$ cat src/rtl/mem_seq_pkg.sv
// Shared types and constants for the memory-access sequencer.
package mem_seq_pkg;

    typedef enum logic [2:0] {
        S_IDLE,
        S_WRITE,
        S_DREAD,
        S_IREAD,
        S_DRESP,
        S_IRESP
    } state_t;

    localparam int RD_LAT_MIN = 1;
    localparam int RD_LAT_MAX = 15;
    localparam int CNT_W      = $clog2(16);

endpackage

$ cat src/rtl/rd_latency_timer.sv
// Loadable down-counter; o_done is high whenever the count has reached zero.
module rd_latency_timer
    import mem_seq_pkg::*;
(
    input  logic             i_clk,
    input  logic             i_rst_n,
    input  logic             i_load,
    input  logic [CNT_W-1:0] i_load_val,
    output logic             o_done
);

    logic [CNT_W-1:0] r_cnt;

    always_ff @(posedge i_clk) begin
        if (!i_rst_n) begin
            r_cnt <= '0;
        end else if (i_load) begin
            r_cnt <= i_load_val;
        end else if (r_cnt != '0) begin
            r_cnt <= r_cnt - CNT_W'(1);
        end
    end

    assign o_done = (r_cnt == '0);

endmodule

$ cat src/rtl/mem_sequencer.sv
// Req/ack sequencer arbitrating stores, loads and instruction fetches onto
// synchronous data/instruction memories with a configurable read latency.
module mem_sequencer
    import mem_seq_pkg::*;
#(
    parameter int DATA_W    = 12,
    parameter int ADDR_W    = 12,
    parameter int IM_ADDR_W = 8,
    parameter int RD_LAT    = 1
)(
    input  logic                 clk,
    input  logic                 reset,
    input  logic                 fetch_req,
    input  logic [ADDR_W-1:0]    fetch_addr,
    output logic                 fetch_ack,
    output logic [DATA_W-1:0]    fetch_data,
    input  logic                 d_rd_req,
    input  logic                 d_wr_req,
    input  logic [ADDR_W-1:0]    d_addr,
    input  logic [DATA_W-1:0]    d_wdata,
    output logic                 d_ack,
    output logic [DATA_W-1:0]    d_rdata,
    output logic [ADDR_W-1:0]    dm_addr,
    output logic [DATA_W-1:0]    dm_wdata,
    output logic                 dm_wren,
    input  logic [DATA_W-1:0]    dm_q,
    output logic [IM_ADDR_W-1:0] im_addr,
    input  logic [DATA_W-1:0]    im_q,
    output logic                 busy,
    output logic                 err
);

    if (RD_LAT < RD_LAT_MIN || RD_LAT > RD_LAT_MAX || IM_ADDR_W > ADDR_W) begin : g_bad_params
        $error("mem_sequencer: RD_LAT must be 1..15 and IM_ADDR_W <= ADDR_W");
    end

    state_t                r_state;
    state_t                w_next;
    logic                  w_load;
    logic                  w_done;
    logic                  w_err_set;
    logic                  w_fetch_oob;
    logic [ADDR_W-1:0]     r_dm_addr;
    logic [DATA_W-1:0]     r_dm_wdata;
    logic [IM_ADDR_W-1:0]  r_im_addr;
    logic [DATA_W-1:0]     r_d_rdata;
    logic [DATA_W-1:0]     r_fetch_data;
    logic                  r_err;

    // Shifting by the full IM width leaves only the bits the IM cannot address.
    assign w_fetch_oob = ((fetch_addr >> IM_ADDR_W) != '0);

    always_comb begin
        w_next    = r_state;
        w_load    = 1'b0;
        w_err_set = 1'b0;
        case (r_state)
            S_IDLE: begin
                if (d_wr_req) begin
                    w_next    = S_WRITE;
                    w_err_set = d_rd_req;
                end else if (d_rd_req) begin
                    w_next = S_DREAD;
                    w_load = 1'b1;
                end else if (fetch_req) begin
                    w_next    = S_IREAD;
                    w_load    = 1'b1;
                    w_err_set = w_fetch_oob;
                end
            end
            S_WRITE: w_next = S_IDLE;
            S_DREAD: if (w_done) w_next = S_DRESP;
            S_IREAD: if (w_done) w_next = S_IRESP;
            S_DRESP: w_next = S_IDLE;
            S_IRESP: w_next = S_IDLE;
            default: w_next = S_IDLE;
        endcase
    end

    always_ff @(posedge clk) begin
        if (!reset) begin
            r_state      <= S_IDLE;
            r_dm_addr    <= '0;
            r_dm_wdata   <= '0;
            r_im_addr    <= '0;
            r_d_rdata    <= '0;
            r_fetch_data <= '0;
            r_err        <= 1'b0;
        end else begin
            r_state <= w_next;
            if (r_state == S_IDLE) begin
                if (d_wr_req || d_rd_req) begin
                    r_dm_addr <= d_addr;
                    if (d_wr_req) r_dm_wdata <= d_wdata;
                end else if (fetch_req) begin
                    r_im_addr <= fetch_addr[IM_ADDR_W-1:0];
                end
            end
            if (w_err_set)             r_err        <= 1'b1;
            if (r_state == S_DRESP)    r_d_rdata    <= dm_q;
            if (r_state == S_IRESP)    r_fetch_data <= im_q;
        end
    end

    rd_latency_timer u_timer (
        .i_clk      (clk),
        .i_rst_n    (reset),
        .i_load     (w_load),
        .i_load_val (CNT_W'(RD_LAT)),
        .o_done     (w_done)
    );

    // Response data is forwarded in the ack cycle and held by the register after.
    assign d_rdata    = (r_state == S_DRESP) ? dm_q : r_d_rdata;
    assign fetch_data = (r_state == S_IRESP) ? im_q : r_fetch_data;
    assign d_ack      = (r_state == S_WRITE) || (r_state == S_DRESP);
    assign fetch_ack  = (r_state == S_IRESP);
    assign dm_wren    = (r_state == S_WRITE);
    assign dm_addr    = r_dm_addr;
    assign dm_wdata   = r_dm_wdata;
    assign im_addr    = r_im_addr;
    assign busy       = (r_state != S_IDLE);
    assign err        = r_err;

endmodule

$ cat config.mk
export PLATFORM = sky130hd
export DESIGN_NAME = mem_sequencer
export DESIGN_NICKNAME = d
export VERILOG_FILES = /design/src/rtl/mem_seq_pkg.sv /design/src/rtl/rd_latency_timer.sv /design/src/rtl/mem_sequencer.sv
export SDC_FILE = /design/constraint.sdc
export NUM_CORES = 1
export LEC_CHECK = 0
export ABC_AREA = 1
export BUFFER_PORTS_ARGS = -buffer_cell sky130_fd_sc_hd__buf_2
export CORE_MARGIN = 2
export CORE_UTILIZATION = 40
export DETAILED_ROUTE_END_ITERATION = 6
export PLACE_DENSITY = 0.7
export SLEW_MARGIN = 40
export SYNTH_ARGS = -nofsm -noshare
export SYNTH_HDL_FRONTEND = slang
export SYNTH_SLANG_ARGS = --single-unit
$ cat constraint.sdc
create_clock -name clk -period 1.3 [get_ports clk]
set_input_delay 0.13 -clock clk [delete_from_list [all_inputs] [get_ports clk]]
set_output_delay 0.13 -clock clk [all_outputs]
set_load 0.01 [all_outputs]
After elaboration in Yosys (flattened, before gate mapping)
Cells that the tools add are included.
{ "op_classes": {"n_addsub": 1, "n_reduce_logical": 13, "n_eq_ne": 8, "n_bitwise": 2, "n_mux": 18} }
{ "op_table": {"columns": ["operator", "count"], "rows": [
  ["12-bit 2-to-1 mux", 2],
  ["3-bit 2-to-1 mux", 5],
  ["12-bit nonzero test", 1],
  ["1-bit 2-to-1 mux", 10],
  ["3-bit case mux with 3 select lines", 1],
  ["3-bit AND reduction", 3],
  ["3-bit by 2-bit equality test with 1-bit output, second input constant", 2],
  ["3-bit equality test, second input constant", 2],
  ["4-bit zero test", 1],
  ["2-bit by 1-bit inequality test with 1-bit output, second input constant", 2],
  ["4-bit inequality test, second input constant", 1],
  ["4-bit nonzero test", 1],
  ["4-bit by 1-bit subtractor with 4-bit output, second input constant", 1],
  ["3-bit by 1-bit equality test with 1-bit output, second input constant", 1],
  ["3-bit zero test", 1],
  ["3-bit nonzero test", 1],
  ["1-bit logical OR", 2],
  ["1-bit NOT", 2],
  ["2-bit AND reduction", 1],
  ["2-bit nonzero test", 1],
  ["2-bit OR reduction", 1]
]} }
{ "word_totals": {"out_inout_bits": 61, "in_bits": 65, "elab_cells": 51, "reg_bits": 64} }

Depth between registers and ports, before layout
Gate-level depths: netlist of the first run.
{ "logic_depth": {"depth_word": 5, "mapped_depth": 9, "mapped_depth_nobuf": 9} }

By module
Synthesis of the first run repeated with hierarchy kept, for this count alone.
{ "unflattened": {"hier_cells": 395, "area_unflattened_um2": 2765.2} }
{ "modules_own_cells": {"columns": ["mod", "cells_per_inst", "area_each_um2", "seq_area_each_um2", "n_inst"], "rows": [
  ["mem_sequencer", 355, 2517.4, 1201.2, 1],
  ["rd_latency_timer", 40, 247.7, 80.1, 1]
]} }

Worst setup path after synthesis of the first run
Ideal clock, no wire load.
{ "synth_path": {"path_type": "register to output", "start": "register r_state[0]", "end": "output port fetch_data[10]", "arrival_ps": 1075, "n_path_buf": 1, "t_required_ps": 1170, "path_slack_ps": 95, "path_stages_with_launch": 6, "path_cell_list": "dfxtp_1 nand3_1 buf_2 nand2_1 inv_1 a21oi_1"} }
{ "synth_between": {"elab_chain_len": 2} }
{ "synth_lines": {"columns": ["element", "line", "rtl"], "rows": [
  ["start: declaration", "mem_sequencer.sv:37", "state_t r_state;"],
  ["start signal: assignment", "mem_sequencer.sv:90", "r_state <= w_next;"],
  ["3-bit equality test", "mem_sequencer.sv:115", "assign fetch_data = (r_state == S_IRESP) ? im_q : r_fetch_data;"],
  ["12-bit 2-to-1 mux", null, null],
  ["end: declaration", "mem_sequencer.sv:16", "output logic [DATA_W-1:0] fetch_data,"]
]} }
No other way between the ends.

Worst setup path after layout of the first run
{ "layout_path": {"start": "register r_state[1]", "end": "output port d_rdata[0]"} }
{ "layout_between": {"elab_chain_len": 2} }
{ "layout_lines": {"columns": ["element", "line", "rtl"], "rows": [
  ["3-bit equality test", "mem_sequencer.sv:114", "assign d_rdata = (r_state == S_DRESP) ? dm_q : r_d_rdata;"],
  ["12-bit 2-to-1 mux", null, null],
  ["end: declaration", "mem_sequencer.sv:22", "output logic [DATA_W-1:0] d_rdata,"]
]} }
No other way between the ends.

==> impl_metrics.csv, run 1 <==
group,metric,value,unit
status,status,"finished, violations left",
status,violations,"negative setup slack",
critical_path,r2r_cells,9,
yosys,syn_avg_cell_area,7.31,um^2
sta,clock_skew,0.00529,ns
global_route,use_met2,0.321,
route,drt-total-wl,7820,um
critical_path,r2r-start,"r_state[1]",
route,drtIter0Drc,93,
global_route,use_met1,0.205,
cells_and_area,post-route-util,0.662,
critical_path,cp.arrival,1.41,ns
critical_path,critPathLaunch,"r_state[1]",
die,die_h,87.3,um
critical_path,cp_slowest_cell,"dfxtp_4",
critical_path,worstPathRequired,1.17,ns
sta,fmax,648,MHz
sta,worstMarginPinSlew,0.303,ns
global_route,use_met3,0.0351,
power_and_ir_drop,ir_drop,0.767,mV
sta,whs,0.0362,ns
cts,clock_latency,0.32,ns
critical_path,slowest_delay,0.36,ns
hold_path,hp-start,"fetch_addr[5]",
flow_run,max-cap-violations,0,
die,rows,30,
critical_path,critPathKind,"flip-flop to output pin",
sta,final_min_period_over_clock_period,1.19,
placement,dpl_cell_area,3600,um^2
placement,place.gp.congestion,0.746,
critical_path,end_kind,"output pin",
global_route,antenna_found_initial,0,
sta,setup_ws,-0.244,ns
die,dieArea,7630,um^2
sta,slew_viol_final,0,
cells_and_area,nNetsFinal,603,
cells_and_area,final_cell_count_no_fill,622,
global_route,grt-busiest-layer,"met2",
placement,dp_hpwl,4780,um
cells_and_area,drive_gt1_frac,0.520,
cts,cts.hold.buffers_added,0,
route,drtPass1Iterations,4,
cells_and_area,final_cell_mix,"buf_2 (124), dfxtp_1 (61), inv_1 (58), nor2_1 (34), nand2_1 (30)",
sta,relSlewSlack,0.798,
cts,clock_path_buffers,2,
placement,dp_slack,-0.127,ns
hold_path,hold_path_end,"im_addr[5]",
yosys,synth.cell_area,2780,um^2
yosys,synth_cell_types,27,
die,die_w,87.3,um
sta,setup_tns,-5.86,ns
critical_path,r2r-end,"im_addr[2]",
global_route,grt_overflow,0,
cts,cts.htree.levels,3,
die,core_region_area,6760,um^2
yosys,ys_warn_count,0,
global_route,grt_pass1_wl,10900,um
hold_path,hold_class,"primary input to flip-flop",
sta,finalSetupViolCount,55,
route,wl_per_cell,12.6,um
placement,placed_cells,589,
cts,cts_buffers,9,
global_route,grt_use_total,0.177,
cts,cts_tree,"done",
cts,clockRootBuffer,"clkbuf_8",
power_and_ir_drop,p_leak,2.29,nW
power_and_ir_drop,fin_total_pwr,7.16,mW
cts,cts_sinks,64,
global_route,grt_pass1_vias,2543,
cts,clk_pin_slew_worst_paths,0.07,ns
cells_and_area,final_area,4470,um^2
sta,finalHoldViolCount,0,
global_route,grt_max_degree,53,
route,vias,2937,
cells_and_area,areaGrowthSynthToFinish,60.9,%
placement,io_buffer_count,125,
critical_path,crit_chain,"nor2_4 > nand2_4 > clkbuf_16 > o21ai_2 > inv_1 > buf_2",
critical_path,cp_max_fo,6,
critical_path,reg2reg_slack,-0.05,ns
yosys,syn_inst,380,
critical_path,worst_setup_path_start_kind,"flip-flop",
hold_path,min_path_cells,3,
sta,period_needed,1.54,ns
yosys,syn_nets,446,
route,via_per_inst,4.72,
yosys,ys_seq_area_frac,0.461,
yosys,ys_ff_latch,64,
power_and_ir_drop,power_density,1600,nW/um^2
cells_and_area,final_common_cell,"buf_2",
route,drtAntennaViolNets,0,
route,post-route-drc-count,0,
die,start_util,0.411,
cells_and_area,n_antenna_cell,0,
die,io_pins,126,
sta,rsz0062_at_grt,"true",
[area by class of cell]
class                   instances  area (um^2)
clock buffers                  13          159
clock inverters                 3         40.0
fillers                       572         2290
inverters                      75          304
multi-input cells             224         1510
flip-flops and latches         64         1290
well taps                      80          100
repair buffers                163         1060
[how the worst max path moves through the flow]
stage	end	cells past startpoint
finish	d_rdata[0]	6
global placement	fetch_data[9]	6
global route	d_rdata[3]	6
detailed placement	fetch_data[1]	6
CTS	d_rdata[4]	6
floorplan	fetch_data[10]	5
[synthesized netlist by cell type]
master | count | area, um^2
inv_1 | 71 | 267
dfxtp_1 | 64 | 1280
nand2_1 | 64 | 240
a21oi_1 | 41 | 205
nor2_1 | 38 | 143
nand3_1 | 29 | 145
o21ai_0 | 18 | 90.1
a211oi_1 | 12 | 90.1
clkbuf_1 | 7 | 26.3
buf_6 | 5 | 56.3
o21ai_1 | 5 | 25.0
buf_2 | 4 | 20.0
nand2_4 | 3 | 33.8
a21oi_2 | 2 | 17.5
buf_4 | 2 | 15.0
clkbuf_8 | 2 | 27.5
inv_2 | 2 | 7.51
nor2_4 | 2 | 22.5
clkinv_1 | 1 | 3.75
clkinv_4 | 1 | 8.76
ha_1 | 1 | 12.5
nand2_2 | 1 | 6.26
nand4_1 | 1 | 6.26
nor3_1 | 1 | 5.00
o21bai_1 | 1 | 7.51
or2_1 | 1 | 6.26
xor2_1 | 1 | 8.76
[power by group]
part	internal [mW]	total (mW)	switching [mW]
sequential	2.25	2.42	0.175
combinational	1.39	3.04	1.65
clock	0.986	1.70	0.712
[metal layers]
layer,vias up,part of all wire
met5,-,0
met4,0,0.0092
met3,6,0.033
met2,61,0.54
met1,1362,0.42
li1,1508,-
[what timing repair did]
item	4_1_cts	5_1_grt
pin swaps	2	14
setup endpoints to repair	34	66
cloned	0	7
resized for setup	46	104
setup buffers	5	5
[cells by family (layout without fill, tap and decap cells)]
logic type	Yosys count	after routing	synth area share
buf+inv	95	254	0.155
fa+ha+maj	1	1	0.00450
compound gates	79	79	0.157
simple gates	140	143	0.219
flops	64	64	0.461
xor+xnor	1	1	0.00315
[flip-flops by register name (all words and copies together) (netlist names)]
name	flops
dm_addr	12
dm_wdata	12
r_d_rdata	12
r_fetch_data	12
im_addr	8
u_timer.r_cnt	4
r_state	3
err	1
[worst max-delay path: cells and delay by family, from the launching register on]
kind                   cells  cell delay [ns]
buffers and inverters      3             0.38
and+or+nand+nor            2             0.22
DFF                        1             0.36
AOI/OAI and AO/OA          1             0.13
(Power assumes the default switching activity.)
==> run 2, diff against run 1 <==
- ABC_AREA: 1 -> 0
- PLACE_DENSITY: 0.7 -> 0.71
==> impl_metrics.csv, run 2 <==
group,metric,value,unit
critical_path,r2r-start,"r_state[1]",
critical_path,critPathKind,"flip-flop to output pin",
yosys,synth-simple-area-share,0.225,
sta,fmax,583,MHz
critical_path,cp_slowest_cell,"dfxtp_4",
critical_path,cp.arrival,1.58,ns
yosys,syn_avg_cell_area,9.76,um^2
critical_path,worst_setup_path_start_kind,"flip-flop",
cells_and_area,fill_cells,517,
cells_and_area,final_cell_mix,"buf_2 (99), dfxtp_1 (61), nand2_1 (49), buf_6 (30), mux2_4 (24)",
route,via_per_inst,4.59,
critical_path,cp_common_cell,"buf_6",
yosys,ys_seq_area_frac,0.503,
power_and_ir_drop,fin_total_pwr,6.20,mW
power_and_ir_drop,power_density,1530,nW/um^2
yosys,muxShareOfSynthArea,0.138,
sta,period_needed,1.71,ns
critical_path,crit_chain,"nor3b_4 > buf_6 > buf_12 > mux2_4 > buf_6",
global_route,antenna_found_initial,0,
flow_run,max-cap-violations,0,
power_and_ir_drop,p_leak,2.01,nW
route,drtPass1Iterations,4,
yosys,synth_compound_area_frac,0.0938,
cts,cts_sinks,64,
cells_and_area,areaGrowthSynthToFinish,59.2,%
die,die_w,83.8,um
die,io_pins,126,
sta,final_min_period_over_clock_period,1.32,
cells_and_area,final_cell_count_no_fill,490,
yosys,ys_warn_count,0,
yosys,synthXorXnorAreaFrac,0.00344,
sta,finalSetupViolCount,91,
critical_path,worstPathRequired,1.17,ns
global_route,grt_pass1_vias,2150,
die,rows,29,
cells_and_area,regArea,1290,um^2
route,drt-total-wl,6270,um
yosys,yosys-top-cells-count,"dfxtp_1 (64), nand2_1 (49), and2_1 (25), a21boi_0 (19), mux2_2 (15)",
die,start_util,0.408,
yosys,synthTopCellsByArea,"dfxtp_1 (50%), nand2_1 (7.2%), mux2_2 (6.6%)",
cells_and_area,multi_input_area,1360,um^2
cts,cts_tree,"done",
route,post-route-drc-count,0,
yosys,async_flop_share,0,
sta,finalHoldViolCount,0,
die,die_h,83.8,um
sta,worstMarginPinSlew,0.340,ns
yosys,yosysMostFrequentCell,"dfxtp_1",
cts,cts.hold.buffers_added,0,
route,wl_per_cell,12.8,um
placement,place.gp.congestion,0.708,
cts,cts.htree.levels,3,
route,drtAntennaViolNets,0,
global_route,grt_use_total,0.179,
yosys,ys_ff_latch,64,
cells_and_area,drive_gt1_frac,0.528,
sta,slew_viol_final,0,
critical_path,endpoint,"d_rdata[8]",
route,vias,2247,
sta,rsz0062_at_grt,"true",
yosys,synth-edff-count,0,
placement,dp_hpwl,4170,um
die,dieArea,7020,um^2
power_and_ir_drop,ir_drop,0.880,mV
cts,cts_buffers,9,
cts,clk_pin_slew_worst_paths,0.07,ns
global_route,grt_overflow,0,
placement,io_buffer_count,125,
global_route,grt_max_degree,36,
placement,placed_cells,466,
cts,clock_path_buffers,2,
yosys,synth.largest_area_cell,"dfxtp_1",
yosys,synth_top_family_by_area,"simple AND/OR/NAND/NOR gates",
yosys,syn_nets,327,
sta,relSlewSlack,0.770,
cts,clock_latency,0.33,ns
critical_path,cp_max_fo,7,
yosys,synth_fa_ha_area_frac,0.00491,
status,status,"finished, violations left",
yosys,syn_inst,261,
critical_path,r2r_cells,8,
yosys,synthFlopType,"dfxtp_1",
critical_path,r2r-end,"dm_addr[0]",
cells_and_area,final_common_cell,"buf_2",
route,drtIter0Drc,58,
yosys,synth_top_area_frac,0.503,
critical_path,reg2reg_slack,-0.29,ns
cells_and_area,nNetsFinal,475,
critical_path,critPathLaunch,"r_state[1]",
sta,setup_ws,-0.414,ns
cts,clockRootBuffer,"clkbuf_8",
die,core_region_area,6240,um^2
global_route,grt_pass1_wl,9990,um
status,violations,"negative setup slack",
cells_and_area,n_antenna_cell,0,
yosys,synth_cell_types,34,
critical_path,slowest_delay,0.35,ns
critical_path,end_kind,"output pin",
hold_path,hold_class,"primary input to flip-flop",
sta,clock_skew,0.00584,ns
yosys,synth.cell_area,2550,um^2
[run 2: cell count changes after synthesis, moves of 19 or more]
cell / delta
nor2_1: -32
a21boi_0: +19
nand3_1: -27
inv_1: -68
a21oi_1: -36
and2_1: +25
[run 2: logic make-up after synthesis]
| logic type | after synthesis |
|---|---|
| and+or+nand+nor | 110 |
| DFF | 64 |
| AOI/OAI and AO/OA | 34 |
| muxes | 32 |
| buffers and inverters | 19 |
| xor gates and xnor gates | 1 |
| adders and majority gates | 1 |
[run 2: timing repair]
item                                    4_1_cts  5_1_grt
endpoints found under the hold margin         0        0
endpoints found under the setup margin       90       91
pin swaps                                     8        0
buffers inserted                              6        1
gates resized for setup                      48       16
cloned                                        2        0
[run 2: worst min path at each step]
| stage | cells after the start | from | endpoint |
|---|---|---|---|
| global route | 3 | d_addr[5] | dm_addr[5] |
| finish | 3 | d_addr[5] | dm_addr[5] |
| detailed placement | 3 | d_addr[5] | dm_addr[5] |
| global placement | 3 | d_wdata[3] | dm_wdata[3] |
| CTS | 3 | d_addr[5] | dm_addr[5] |
| floorplan | 2 | d_addr[10] | dm_addr[10] |
[run 2: stage by stage]
step	util	setup TNS [ns]	setup WS, ns	hold slack (ns)	area (um^2)
final	0.650	-20.98	-0.414	0.0300	4060
after global routing	0.650	-28.35	-0.487	0.0157	4060
after CTS	0.641	-21.25	-0.432	0.0110	4000
after detailed placement	0.557	-4.54	-0.106	0.377	3480
after global placement	0.557	-3.08	-0.0785	0.372	3480
after floorplan	-	-3.95	-0.155	0.265	2660
[run 2: layer usage]
metal	GRT usage	vias up	share of wire
li1	-	1155	-
met1	0.218	1018	0.43
met2	0.289	64	0.50
met3	0.0475	10	0.047
met4	0.0924	0	0.021
met5	0	-	0
[run 2: area by class of cell]
cell class / instances / area share
Multi-Input combinational cell: 178 / 0.336
Tap cell: 77 / 0.0238
Inverter: 4 / 0.00370
Clock inverter: 3 / 0.0160
Timing Repair Buffer: 152 / 0.265
Sequential cell: 64 / 0.317
Clock buffer: 12 / 0.0382
[run 2: report_power, final]
part / internal, mW / switching, mW
registers: 2.20 / 0.130
logic: 1.09 / 0.901
clock network: 1.17 / 0.716
[run 2: worst max-delay path, delay by kind of cell (launching register included)]
family / cells / cell delay [ns]
buf+inv: 3 / 0.40
flops: 1 / 0.35
mux: 1 / 0.31
simple gates: 1 / 0.19
